**src/rtl/mem_dump_reader_pkg.sv**
```systemverilog
// Shared types and default widths for the memory dump reader, the
// program-load writer and the word memory.
package mem_dump_reader_pkg;

    localparam int DEF_DATA_W = 16;
    localparam int DEF_ADDR_W = 32;

    typedef enum logic [2:0] {
        IDLE,
        READ,
        WAIT,
        SEND,
        DONE
    } state_t;

endpackage

```
**src/rtl/mem_dump_out_reg.sv**
```systemverilog
// Output holding register: captures a word on load and keeps it stable
// until the consumer accepts it.
module mem_dump_out_reg #(
    parameter int DATA_W = 16,
    parameter int ADDR_W = 32
) (
    input  logic              clk,
    input  logic              reset,
    input  logic              load,
    input  logic [DATA_W-1:0] load_data,
    input  logic [ADDR_W-1:0] load_addr,
    input  logic              ready,
    output logic              out_valid,
    output logic [DATA_W-1:0] out_data,
    output logic [ADDR_W-1:0] out_addr
);

    always_ff @(posedge clk) begin
        if (reset) begin
            out_valid <= 1'b0;
            out_data  <= '0;
            out_addr  <= '0;
        end else if (load) begin
            out_valid <= 1'b1;
            out_data  <= load_data;
            out_addr  <= load_addr;
        end else if (out_valid && ready) begin
            out_valid <= 1'b0;
        end
    end

endmodule

```
**src/rtl/mem_dump_reader.sv**
```systemverilog
// Sequential memory read-back engine streaming words on valid/ready.
// Optional checksum output enabled by defining MEM_DUMP_CHECKSUM_EN.
module mem_dump_reader
    import mem_dump_reader_pkg::*;
#(
    parameter int DATA_W = DEF_DATA_W,
    parameter int ADDR_W = DEF_ADDR_W,
    parameter int CNT_W  = 16,
    parameter int RD_LAT = 1
) (
    input  logic              clk,
    input  logic              reset,
    input  logic              start,
    input  logic [ADDR_W-1:0] base_addr,
    input  logic [CNT_W-1:0]  word_count,
    output logic              mem_rd_en,
    output logic [ADDR_W-1:0] mem_rd_addr,
    input  logic [DATA_W-1:0] mem_rd_data,
    output logic              out_valid,
    input  logic              out_ready,
    output logic [DATA_W-1:0] out_data,
    output logic [ADDR_W-1:0] out_addr,
    output logic              busy,
    output logic              done
`ifdef MEM_DUMP_CHECKSUM_EN
    ,
    output logic [DATA_W-1:0] checksum
`endif
);

    localparam int WAIT_W = $clog2(RD_LAT + 1);

    state_t              state;
    state_t              state_nxt;
    logic [ADDR_W-1:0]   cur_addr;
    logic [CNT_W-1:0]    remaining;
    logic [WAIT_W-1:0]   wait_cnt;
    logic                accept;
    logic                capture;
    logic                handshake;

    assign accept    = (state == IDLE) && start;
    // Counter reaches 1 in the cycle the read data is valid.
    assign capture   = (state == WAIT) && (wait_cnt == WAIT_W'(1));
    assign handshake = out_valid && out_ready;

    always_ff @(posedge clk) begin
        if (reset) state <= IDLE;
        else       state <= state_nxt;
    end

    always_comb begin
        state_nxt = state;
        case (state)
            IDLE: if (start) state_nxt = (word_count == '0) ? DONE : READ;
            READ: state_nxt = WAIT;
            WAIT: if (capture) state_nxt = SEND;
            SEND: if (handshake) state_nxt = (remaining == CNT_W'(1)) ? DONE : READ;
            DONE: state_nxt = IDLE;
            default: state_nxt = IDLE;
        endcase
    end

    always_comb begin
        mem_rd_en   = 1'b0;
        mem_rd_addr = '0;
        busy        = (state != IDLE);
        done        = (state == DONE);
        if (state == READ) begin
            mem_rd_en   = 1'b1;
            mem_rd_addr = cur_addr;
        end
    end

    always_ff @(posedge clk) begin
        if (reset) begin
            cur_addr  <= '0;
            remaining <= '0;
            wait_cnt  <= '0;
        end else begin
            if (accept) begin
                cur_addr  <= base_addr;
                remaining <= word_count;
            end
            if (state == READ)
                wait_cnt <= WAIT_W'(RD_LAT);
            else if (state == WAIT)
                wait_cnt <= wait_cnt - WAIT_W'(1);
            if (handshake) begin
                remaining <= remaining - CNT_W'(1);
                cur_addr  <= cur_addr + ADDR_W'(1);
            end
        end
    end

`ifdef MEM_DUMP_CHECKSUM_EN
    always_ff @(posedge clk) begin
        if (reset || accept)
            checksum <= '0;
        else if (handshake)
            checksum <= checksum ^ out_data;
    end
`endif

    mem_dump_out_reg #(
        .DATA_W (DATA_W),
        .ADDR_W (ADDR_W)
    ) u_out_reg (
        .clk       (clk),
        .reset     (reset),
        .load      (capture),
        .load_data (mem_rd_data),
        .load_addr (cur_addr),
        .ready     (out_ready),
        .out_valid (out_valid),
        .out_data  (out_data),
        .out_addr  (out_addr)
    );

endmodule
```
**config.mk**
```make
export PLATFORM = sky130hd
export DESIGN_NAME = mem_dump_reader
export DESIGN_NICKNAME = d
export VERILOG_FILES = /design/src/rtl/mem_dump_reader_pkg.sv /design/src/rtl/mem_dump_out_reg.sv /design/src/rtl/mem_dump_reader.sv
export SDC_FILE = /design/constraint.sdc
export NUM_CORES = 1
export LEC_CHECK = 0
export ABC_AREA = 1
export ABC_CLOCK_PERIOD_IN_PS = 2400
export BUFFER_PORTS_ARGS = -buffer_cell sky130_fd_sc_hd__buf_2
export CORE_MARGIN = 3
export CORE_UTILIZATION = 59
export CTS_BUF_LIST = sky130_fd_sc_hd__clkbuf_4 sky130_fd_sc_hd__clkbuf_8
export CTS_CLUSTER_SIZE = 24
export DETAILED_ROUTE_END_ITERATION = 16
export PLACE_DENSITY = 0.95
export SYNTH_ARGS = -nofsm -noshare
export SYNTH_HDL_FRONTEND = slang
export SYNTH_HIERARCHICAL = 1
export SYNTH_SLANG_ARGS = --single-unit
```
**constraint.sdc**
```tcl
create_clock -name clk -period 2.4 [get_ports clk]
set_input_delay 0.36 -clock clk [delete_from_list [all_inputs] [get_ports clk]]
set_output_delay 0.36 -clock clk [all_outputs]
set_load 0.05 [all_outputs]
```
==> flow_summary.yaml, run 1 <==
global_routing:
  overflow: 0
  busiest_layer: "met2"
  grt_pass1_vias: 5395
  grt_util_met1_pct: 41.2
  grt_max_degree: 50
  grtUsageTotal_pct: 29.7
  grt_pass1_wl_mm: 25.5
  grt_util_met2_pct: 47.3
  antenna_found_initial: 0
  met3_usage_pct: 5.90
pwr:
  power_frac_seq_pct: 41.2
  combPwrFrac_pct: 39.5
  p_int_uw: 2930
  power.total_uw: 5290
  p_per_area_nw_per_um2: 814
  netSwitchingFraction_pct: 44.5
  power_switching_uw: 2360
  ir_drop_mv: 0.849
  p_clk_share_pct: 19.3
  p_leak_uw: 0.00312
final_layout:
  multiInputGateArea_sq_um: 3010
  final_cell_mix: "nor2_1 (221), nand2_1 (189), buf_2 (151)"
  final_net_count: 1095
  diodes: 0
  layout-drive-gt1-share_pct: 19.8
  final_common_cell: "nor2_1"
  stdcell_count: 1137
  fillers: 780
  final-seq-area_sq_um: 2020
  post-route-util_pct: 72.7
  synthToLayoutAreaGrowth_pct: 16.4
route:
  wl_mm: 16.1
  detailedRoute.firstPassIterationCount: 5
  ant_nets: 0
  avgRoutedWirePerCell_microns: 14.1
  drt-initial-drc-count: 628
  drc: 0
  via_per_inst: 5.49
  vias: 6243
timing:
  drv_slew: 0
  hold_viol_final: 0
  max_freq_mhz: 449
  skew_ps: 8.36
  rsz0062_at_grt: "no"
  finalSetupViolCount: 0
  whs_ps: 220
  slew_headroom_pct: 41.3
  min_period_over_period_pct: 92.9
  worstMarginPinSlew_ps: 880
  min_period_ps: 2230
hold_path:
  hold_path_end: "u_out_reg/out_data[6]$_SDFFE_PP0P_"
  hold_class: "input port to flip-flop"
  holdPathStages: 3
  hold_start: "mem_rd_data[6]"
floorplanning:
  die_y_microns: 103
  chipWidth_microns: 103
  ios: 152
  row_count: 34
  core_sq_um: 8930
  dieArea_sq_um: 10700
  initial_core_util_pct: 62.5
clocking:
  cts_tree: "built"
  clockRootBuffer: "clkbuf_8"
  clkSinkCount: 101
  hold_buffers: 0
  path_clk_slew_ps: 90
  cts_resized: 0
  postCtsSetupBuffers: 0
  clkLatencyLatePin_ps: 360
  cts_buffers: 9
  htreeDepth: 3
  clockBufferDepth: 2
worst_setup_path:
  path_class: "flip-flop to output pin"
  required_ps: 2040
  worst-path-buf-inv: 3
  regToRegSetupSlack_ps: 510
  slowest_delay_ps: 430
  rr_endpoint: "cur_addr[22]$_SDFFE_PP0P_"
  r2r_start: "cur_addr[1]$_SDFFE_PP0P_"
  arrival_ps: 1870
  r2r.worst_path.cells: 10
  path_max_fanout: 34
  cpLargestDelayFamily: "buffers and inverters"
  worstSetupStartpointType: "flip-flop"
  slowest_stage: "dfxtp_1"
  path_cells: "inv_1 -> nor3_2 -> inv_2 -> nor2_1 -> buf_2"
  end_kind: "output pin"
placed_design:
  hpwlAfterDp_mm: 11.6
  portBuffers: 151
  dp_cells: 1121
  gp_congestion: 0.971
synthesis:
  ys_warn_count: 6
  netlist-cell-type-count: 37
  synth_fp_nets: 964
  synth-seq-area-share_pct: 36.2
  synth_area_sq_um: 5580
  postSynthCellCount: 893
  ys_ff_latch: 101
  syn_avg_cell_area_sq_um: 6.25
job:
  max_cap_violations: 0
run_status:
  outcome: "finished, final reports clean"
==> layer usage <==
layer	part of all wire (%)	wire length (microns)
met5	0	0
met2	47	7480
met1	42	6680
met4	2.3	363
met3	9.7	1560
==> area by class of cell <==
cell class | count | area share (%)
multi-input combinational | 664 | 46.3
sequential | 101 | 31.1
timing repair buffer | 157 | 12.3
inverter | 91 | 5.35
clock buffer | 13 | 2.56
tap | 108 | 2.08
clock inverter | 3 | 0.308
==> Yosys cell counts <==
cell / n / area share [%]
nand3_2: 1 / 0.18
clkinv_2: 1 / 0.090
dfxtp_1: 101 / 36
nor3b_1: 1 / 0.13
a31oi_1: 6 / 0.67
a32oi_1: 1 / 0.16
o22ai_1: 1 / 0.11
nor2_4: 1 / 0.20
inv_2: 3 / 0.20
inv_6: 1 / 0.16
a22oi_1: 11 / 1.5
nand3b_1: 2 / 0.27
buf_2: 13 / 1.2
nand2_2: 2 / 0.22
nand3_1: 67 / 6.0
nand2_8: 1 / 0.36
nand2_4: 1 / 0.20
ha_1: 3 / 0.67
clkbuf_2: 2 / 0.18
a211oi_2: 1 / 0.22
a21oi_2: 4 / 0.63
o221ai_1: 1 / 0.16
o21ai_0: 70 / 6.3
nor2_1: 222 / 15
buf_6: 7 / 1.4
o211ai_1: 3 / 0.40
nor2_2: 12 / 1.3
inv_1: 86 / 5.8
nand2_1: 189 / 13
nand4_1: 10 / 1.1
clkbuf_1: 13 / 0.87
o21ai_1: 3 / 0.27
buf_4: 2 / 0.27
nor3_4: 1 / 0.29
a21oi_1: 36 / 3.2
nor3_1: 12 / 1.1
xor2_1: 2 / 0.31
==> through the flow <==
stage               area (sq um)  setup TNS (ps)  setup slack [ps]
global route                6500               0              25.9
finish                      6500               0               171
detailed placement          6310               0               557
global placement            6310               0               612
floorplan                   5590           -4200              -140
CTS                         6500               0               143
==> tightest hold or removal path, cell delays in order <==
cell and delay (ps):
buf_2 80, nor2_1 30, nor2_1 80
==> state kept, by name, summed over array words and instances (netlist names) <==
signal	count
u_out_reg/out_addr	32
remaining	16
wait_cnt	1
u_out_reg/out_data	16
cur_addr	32
u_out_reg/out_valid	1
state	3
==> cells by family after synthesis <==
family	Yosys count	share of synthesized area (%)
simple gates	522	39.0
flops	101	36.2
buf+inv	128	10.1
fa+ha+maj	3	0.673
compound gates	137	13.6
xor+xnor	2	0.314
==> power groups by stage <==
stage	clock (uW)	sequential, uW	combinational (uW)
after floorplan	0	2410	1380
after global placement	0	2200	2030
after detailed placement	0	2200	2070
after CTS	1040	2170	2080
after global routing	1090	2210	2300
final	1020	2180	2090
==> worst max-delay path by stage <==
| stage | slack (ps) | from | end | cells past startpoint |
|---|---|---|---|---|
| after floorplan | -140 | state[0]$_SDFFE_PP0P_ | mem_rd_addr[10] | 5 |
| final | 170 | state[0]$_SDFFE_PP0P_ | mem_rd_addr[30] | 5 |
| after global placement | 610 | state[0]$_SDFFE_PP0P_ | mem_rd_addr[30] | 5 |
| after global routing | 30 | state[0]$_SDFFE_PP0P_ | mem_rd_addr[30] | 5 |
| after CTS | 140 | state[0]$_SDFFE_PP0P_ | mem_rd_addr[30] | 5 |
| after detailed placement | 560 | state[0]$_SDFFE_PP0P_ | mem_rd_addr[30] | 5 |
No activity file was read; power rests on OpenSTA's default activity.
==> inputs of run 2 (changes only) <==
==> constraint.sdc (replaced) <==
create_clock -name clk -period 2.4 [get_ports clk]
set_input_delay 0.48 -clock clk [delete_from_list [all_inputs] [get_ports clk]]
set_output_delay 0.48 -clock clk [all_outputs]
set_load 0.05 [all_outputs]
==> run 2 against run 1 <==
Via count rose by 0.45%. Die area stayed put. Non-clock buffer count is 1 higher. Clock power grew 7%. Critical endpoint is now mem_rd_addr[14]. Largest cell class unchanged.
==> flow_summary.yaml, run 2 (synthesis gave the netlist of run 1 again) <==
worst_setup_path:
  worstSetupStartpointType: "flip-flop"
  worst-path-buf-inv: 4
  path_cells: "inv_1 -> nor3_4 -> inv_2 -> buf_12 -> nor2_2 -> buf_2"
  slowest_stage: "dfxtp_1"
  r2r_start: "cur_addr[1]$_SDFFE_PP0P_"
  slowest_delay_ps: 430
  path_max_fanout: 34
  arrival_ps: 1740
  cpLargestDelayFamily: "buffers and inverters"
  startpoint: "state[0]$_SDFFE_PP0P_"
  path_class: "flip-flop to output pin"
  end_kind: "output pin"
  required_ps: 1920
timing:
  hold_viol_final: 0
  final.setup.tns_ps: 0
  rsz0062_at_grt: "no"
  slew_headroom_pct: 40.7
  drv_slew: 0
  max_freq_mhz: 451
  min_period_over_period_pct: 92.4
  worstMarginPinSlew_ps: 889
  min_period_ps: 2220
  skew_ps: 10.8
  finalSetupViolCount: 0
final_layout:
  final_common_cell: "nor2_1"
  postLayoutCellArea_sq_um: 6600
  final_net_count: 1096
  final_cell_mix: "nor2_1 (191), nand2_1 (189), buf_2 (151)"
  reg.largest.list: "cur_addr: 32 flops, u_out_reg/out_addr: 32 flops"
  layout-drive-gt1-share_pct: 22.8
  synthToLayoutAreaGrowth_pct: 18.2
  diodes: 0
global_routing:
  antenna_found_initial: 0
  grt_pass1_wl_mm: 25.9
  overflow: 0
  grt_max_degree: 50
  grt_pass1_vias: 5627
  grtUsageTotal_pct: 30.4
clocking:
  htreeDepth: 3
  cts_buffers: 9
  cts_resized: 0
  clockBufferDepth: 2
  clkLatencyLatePin_ps: 380
  clockRootBuffer: "clkbuf_8"
  hold_buffers: 0
  clkSinkCount: 101
  cts_tree: "built"
  postCtsSetupBuffers: 0
  path_clk_slew_ps: 110
floorplanning:
  initial_core_util_pct: 62.5
  core_sq_um: 8930
  die_y_microns: 103
  chipWidth_microns: 103
  dieArea_sq_um: 10700
  ios: 152
  row_count: 34
route:
  drc: 0
  ant_nets: 0
  avgRoutedWirePerCell_microns: 14.4
  drt-initial-drc-count: 515
  wl_mm: 16.4
  via_per_inst: 5.51
  detailedRoute.firstPassIterationCount: 5
  vias: 6271
placed_design:
  portBuffers: 151
  placed_cell_area_sq_um: 6410
  hpwlAfterDp_mm: 11.9
  gp_congestion: 0.962
hold_path:
  hold_class: "input port to flip-flop"
  hold_start: "mem_rd_data[8]"
run_status:
  outcome: "finished, final reports clean"
pwr:
  p_per_area_nw_per_um2: 826
  ir_drop_mv: 0.838
  p_leak_uw: 0.00312
job:
  max_cap_violations: 0
[run 2: worst min-delay path, cell delays in order]
cell,delay [ps]
buf_2,80
nor2_1,30
nor2_1,80
[run 2: worst paths after layout]
path	to	slack, ps	cells past startpoint
setup / recovery	mem_rd_addr[14]	180	6
hold / removal	u_out_reg/out_data[8]$_SDFFE_PP0P_	320	3
setup reg to reg	cur_addr[22]$_SDFFE_PP0P_	480	10
hold reg to reg	remaining[14]$_SDFFE_PP0P_	500	2
[run 2: power breakdown]
group / leakage [uW] / total (uW) / switching, uW / internal (uW)
Clock: 0.0000958 / 1090 / 680 / 407
Combinational: 0.00220 / 2190 / 1590 / 596
Sequential: 0.000823 / 2180 / 259 / 1920
Total: 0.00312 / 5450 / 2530 / 2920
[run 2: cell type report]
cell class                 instances  area (sq um)
timing repair buffer             158           821
sequential                       101          2020
tap                              108           135
inverter                          91           348
fill                             777          2330
clock inverter                     7          67.6
clock buffer                       9           124
multi-input combinational        664          3080
[run 2: through the flow]
| step | worst slack [ps] | total power [uW] | std cells | hold WS [ps] | utilization, % |
|---|---|---|---|---|---|
| final | 182 | 5450 | 1138 | 319 | 73.9 |
| after global routing | 88.0 | 5770 | 1138 | 303 | 73.9 |
| after CTS | 161 | 5430 | 1138 | 308 | 73.9 |
| after detailed placement | 574 | 4360 | 1122 | 471 | 71.7 |
| after global placement | 620 | 4310 | 1122 | 463 | 71.7 |
| after floorplan | 77.9 | 3860 | 893 | 457 | - |
[run 2: layer usage]
metal / GRT usage [%] / part of all wire [%] / vias up
met5: 0 / 0 / -
met4: 9.26 / 2.0 / 0
met3: 5.70 / 9.1 / 31
met2: 49.9 / 48 / 286
met1: 40.6 / 41 / 2842
li1: - / - / 3112
